**src/rtl/imu_axis_averager.sv**
```systemverilog
// Six-axis moving-average filter; one axis per cycle through a shared adder.
// Optional IMU_AVG_PRIME_GATE_EN: hold off out_valid until the window is primed.
module imu_axis_averager #(
    parameter int LOG2_DEPTH = 3
) (
    input  logic        clk,
    input  logic        rst_n,
    input  logic        in_valid,
    output logic        in_ready,
    input  logic [15:0] acl_x,
    input  logic [15:0] acl_y,
    input  logic [15:0] acl_z,
    input  logic [15:0] mag_x,
    input  logic [15:0] mag_y,
    input  logic [15:0] mag_z,
    output logic [15:0] avg_acl_x,
    output logic [15:0] avg_acl_y,
    output logic [15:0] avg_acl_z,
    output logic [15:0] avg_mag_x,
    output logic [15:0] avg_mag_y,
    output logic [15:0] avg_mag_z,
    output logic        out_valid,
    output logic        primed,
    output logic        overrun
);
    localparam int DEPTH = 1 << LOG2_DEPTH;
    localparam int SW    = 16 + LOG2_DEPTH;
    localparam logic [LOG2_DEPTH:0] FULL = (LOG2_DEPTH + 1)'(DEPTH);

    typedef enum logic [1:0] {IDLE, ACCUM, DONE} state_e;
    state_e state_q, state_d;

    logic [15:0]           raw    [6];
    logic [15:0]           cap_q  [6];
    logic [15:0]           hist_q [6][DEPTH];
    logic signed [SW-1:0]  sum_q  [6];
    logic [15:0]           avg_q  [6];
    logic [2:0]            idx_q;
    logic [LOG2_DEPTH-1:0] wr_ptr_q;
    logic [LOG2_DEPTH:0]   cnt_q, cnt_d;
    logic                  primed_q, overrun_q;
    logic                  last_axis;
    logic signed [SW-1:0]  new_s, old_s, sum_d;

    assign raw[0] = acl_x;
    assign raw[1] = acl_y;
    assign raw[2] = acl_z;
    assign raw[3] = mag_x;
    assign raw[4] = mag_y;
    assign raw[5] = mag_z;

    assign last_axis = (idx_q == 3'd5);

    always_ff @(posedge clk or negedge rst_n) begin
        if (!rst_n) state_q <= IDLE;
        else        state_q <= state_d;
    end

    always_comb begin
        state_d = state_q;
        unique case (state_q)
            IDLE:    if (in_valid) state_d = ACCUM;
            ACCUM:   if (last_axis) state_d = DONE;
            DONE:    state_d = IDLE;
            default: state_d = IDLE;
        endcase
    end

    always_comb begin
        in_ready  = (state_q == IDLE);
`ifdef IMU_AVG_PRIME_GATE_EN
        out_valid = (state_q == DONE) && primed_q;
`else
        out_valid = (state_q == DONE);
`endif
    end

    // Shared adder: add the incoming sample, retire the oldest one
    always_comb begin
        new_s = {{LOG2_DEPTH{cap_q[idx_q][15]}}, cap_q[idx_q]};
        old_s = {{LOG2_DEPTH{hist_q[idx_q][wr_ptr_q][15]}},
                 hist_q[idx_q][wr_ptr_q]};
        sum_d = sum_q[idx_q] + new_s - old_s;
        cnt_d = (cnt_q == FULL) ? cnt_q : cnt_q + 1'b1;
    end

    always_ff @(posedge clk or negedge rst_n) begin
        if (!rst_n) begin
            for (int i = 0; i < 6; i++) begin
                cap_q[i] <= '0;
                sum_q[i] <= '0;
                avg_q[i] <= '0;
                for (int j = 0; j < DEPTH; j++) hist_q[i][j] <= '0;
            end
            idx_q     <= '0;
            wr_ptr_q  <= '0;
            cnt_q     <= '0;
            primed_q  <= 1'b0;
            overrun_q <= 1'b0;
        end else begin
            if (in_valid && state_q != IDLE) overrun_q <= 1'b1;
            unique case (state_q)
                IDLE: if (in_valid) begin
                    cap_q <= raw;
                    idx_q <= '0;
                end
                ACCUM: begin
                    sum_q[idx_q]            <= sum_d;
                    hist_q[idx_q][wr_ptr_q] <= cap_q[idx_q];
                    avg_q[idx_q]            <= sum_d[LOG2_DEPTH +: 16];
                    idx_q                   <= idx_q + 3'd1;
                    // Count here so primed lines up with the DONE pulse
                    if (last_axis) begin
                        cnt_q    <= cnt_d;
                        primed_q <= (cnt_d == FULL);
                    end
                end
                DONE:    wr_ptr_q <= wr_ptr_q + 1'b1;
                default: ;
            endcase
        end
    end

    assign avg_acl_x = avg_q[0];
    assign avg_acl_y = avg_q[1];
    assign avg_acl_z = avg_q[2];
    assign avg_mag_x = avg_q[3];
    assign avg_mag_y = avg_q[4];
    assign avg_mag_z = avg_q[5];
    assign primed    = primed_q;
    assign overrun   = overrun_q;

endmodule
```
**config.mk**
```make
export PLATFORM = sky130hd
export DESIGN_NAME = imu_axis_averager
export DESIGN_NICKNAME = d
export VERILOG_FILES = /design/src/rtl/imu_axis_averager.sv
export SDC_FILE = /design/constraint.sdc
export NUM_CORES = 2
export LEC_CHECK = 0
export BUFFER_PORTS_ARGS = -buffer_cell sky130_fd_sc_hd__buf_2
export CORE_ASPECT_RATIO = 1.1
export CORE_UTILIZATION = 62
export CTS_BUF_LIST = sky130_fd_sc_hd__clkbuf_16
export DETAILED_ROUTE_END_ITERATION = 10
export PLACE_DENSITY = 0.81
export REMOVE_ABC_BUFFERS = 1
export SYNTH_ARGS = -nofsm -noshare
export SYNTH_HDL_FRONTEND = slang
export SYNTH_SLANG_ARGS = --single-unit
```
**constraint.sdc**
```tcl
create_clock -name clk -period 6.3 [get_ports clk]
set_clock_uncertainty 0.1 [all_clocks]
set_input_delay 1.26 -clock clk [delete_from_list [all_inputs] [get_ports clk]]
set_output_delay 1.26 -clock clk [all_outputs]
set_load 0.005 [all_outputs]
```
==> flow_summary.ini <==
[hold_path]
worstHoldEndpoint = overrun
hold_path_depth = 1
min_path_type = flop to flop
hold_start = overrun

[floorplan]
start_util_pct = 62.9
chipWidth_um = 265
num_rows = 105
dieArea_um2 = 77100
fp.dieH_um = 291
core_um2 = 74900
ios = 199

[timing]
fmax_ghz = 0.165
tns_ns = 0
finalCritPeriodShare_pct = 96.5
setup_violations = 0
worstMarginPinSlew_ns = 1.19
setup_slack_ns = 0.223
fin_crit_ns = 6.08
maxSlewViolCount = 0
rsz0062_at_grt = no
slew_headroom_pct = 20.8
hold_viol_final = 0

[logic_synthesis]
synth-warning-count = 0
synth_top_cell_by_area = dfrtp_1
synth_top_cell_area_share_pct = 52.7
synthDistinctLibCells = 75
synth_area_leaders = dfrtp_1 53%, a21oi_1 6.1%, mux2_2 6.0%, o21ai_0 5.1%, nand2_1 4.8%
async_reset_ff_share_pct = 100
ys_ff_latch = 992
postSynthAreaPerCell_um2 = 9.83
ys_dominant_reg_cell = dfrtp_1
syn_inst = 4793
synth_edf_count = 0
synth-seq-area-share_pct = 52.7
syn_area_um2 = 47100

[final_layout]
area_growth_pct = 8.26
drive_gt1_share_pct = 17.1
final_nets = 4843
fin_util_pct = 68.1

[critical_path]
path_max_fanout = 30
critPathKind = flop to flop
crit-reg2reg-launch = idx_q[1]
ff2ff_path_depth = 15
slowest_stage = dfrtp_4
crit_chain = buf_4, inv_6, nand2_4, o21ai_0, a22oi_1, nand4_1, fa_1, inv_1, ha_1, and2_1, o2111ai_1, a31o_2, o21ai_0, mux2i_1, o21ai_0
cp_data_arrival_time_ns = 6.49
worst_path_largest_cell_delay_ns = 0.84
cp_num_buf_inv = 3
crit_path_start_kind = flop
cp_common_cell = o21ai_0
end_kind = flop
critical-path-top-delay-family = compound AO/OA/AOI/OAI gates
reg2reg_to = sum_q[92]
reg2reg_slack_ns = 0.22
required_ns = 6.71

[clock_network]
clock_latency_ns = 0.68
cts_max_level = 3
postCtsResizedCells = 0
cts_sinks = 992
clockBufferDepth = 3
cts_hold_buf = 0
tritoncts = yes
path_clk_slew_ns = 0.06
root_buffer = clkbuf_16
cts_buffers = 98
post_cts_buffers = 0

[routing]
wl_per_cell_um = 24.5
detail_route.vias_per_cell = 6.47
drc_errors = 0
drt-total-wl_um = 141000
ant_nets = 0
dr_total_vias = 37200
drt_iter0_markers = 4173
drt_first_pass_iters = 10

[global_routing]
grt_overflow = 0
grt_max_degree = 156
grt_pass1_wl_um = 218000
grt_antenna_before_repair = 3
grt_pass1_vias = 37200
grt.total_usage_pct = 36.9

[placed_design]
post-dp-hpwl_um = 89100
place.gp.congestion = 0.994
numPortBuffers = 198
dp_worst_setup_slack_ns = 0.494

[job]
maxCapViolCount = 0

[status]
status = complete, no violations
-- state kept, by name (all words and copies together), names as in the netlist --
| name | cells |
|---|---|
| overrun | 1 |
| avg_mag_z | 16 |
| idx_q | 3 |
| wr_ptr_q | 3 |
| hist_q | 768 |
| state_q | 2 |
| cnt_q | 4 |
| cap_q | 96 |
| primed | 1 |
| sum_q | 98 |
-- kinds of logic (layout without fill, tap and decap cells) --
| logic type | count (synthesis) | count (layout) | share of synthesized area [%] |
|---|---|---|---|
| AO/OA/AOI/OAI | 1430 | 1430 | 17.2 |
| adder cells (fa/ha/maj) | 43 | 43 | 1.43 |
| multiplexers | 457 | 457 | 11.0 |
| XOR/XNOR | 13 | 13 | 0.242 |
| buffers and inverters | 566 | 550 | 6.44 |
| other | 0 | 1 | 0 |
| AND/OR/NAND/NOR | 1292 | 1292 | 11.1 |
| flip-flops | 992 | 992 | 52.7 |
-- synth_stat cells (10+ instances only) --
cell,number
o22ai_1,89
a21oi_1,570
nor2b_1,10
buf_2,172
nand3_1,32
nor2_1,565
inv_1,39
mux2i_1,177
o21ai_1,20
ha_1,25
buf_1,16
dfrtp_1,992
clkbuf_1,180
buf_6,19
nand2_1,599
buf_4,131
nand4_1,20
o21ai_0,478
a221oi_1,26
a211oi_1,21
fa_1,18
o31ai_1,18
a22oi_1,143
mux2_2,253
mux4_2,18
-- stage by stage --
stage	hold WS, ns	instances	instance area [um^2]
after floorplan	0.344	4268	44200
after global placement	0.350	5564	47900
after detailed placement	0.352	5564	47900
after CTS	0.367	5740	51000
after global routing	0.386	5740	51000
final	0.371	5741	51000
-- worst max-delay path by stage --
stage,from,end,slack (ns),depth (start not counted)
global placement,idx_q[1],sum_q[92],0.53,17
global route,idx_q[0],sum_q[92],0.17,14
finish,idx_q[1],sum_q[92],0.22,15
CTS,idx_q[1],sum_q[92],0.47,15
detailed placement,idx_q[1],sum_q[92],0.49,17
floorplan,idx_q[1],sum_q[111],-9.30,14
-- area by class of cell --
| cell class | instances | area, um^2 |
|---|---|---|
| sequential | 992 | 24800 |
| fill | 5499 | 23900 |
| multi-input combinational | 3235 | 19500 |
| clock buffer | 100 | 2500 |
| timing repair buffer | 333 | 2240 |
| tap | 963 | 1200 |
| clock inverter | 76 | 578 |
| inverter | 41 | 161 |
| antenna | 1 | 2.50 |
-- placed cells by master (no fill, tap or decap), types with 9 or more instances in the layout --
cell	instances
nor2_2	16
a21oi_4	14
o21ai_1	20
ha_1	25
o21ai_0	478
a21oi_1	556
mux4_2	18
mux2_4	9
clkbuf_16	100
nor2_1	556
a211oi_1	21
clkinv_1	20
buf_2	197
nand3_1	31
nand4_1	20
o22ai_1	89
a22oi_1	143
buf_12	18
a221oi_1	26
clkinv_2	16
buf_4	117
o31ai_1	18
inv_1	65
mux2_2	253
dfrtp_1	989
nand2_1	599
fa_1	18
mux2i_1	177
-- per-layer routing --
layer	up-vias	share of wire (%)	global-route usage [%]
li1	16300	-	-
met1	18200	37	47.3
met2	2138	45	56.6
met3	510	11	8.76
met4	4	6.9	23.4
met5	-	0.018	0
Power is left out: the tool's default activity adds up to more than one toggle a clock period on the data nets, which glitch-free logic cannot reach.
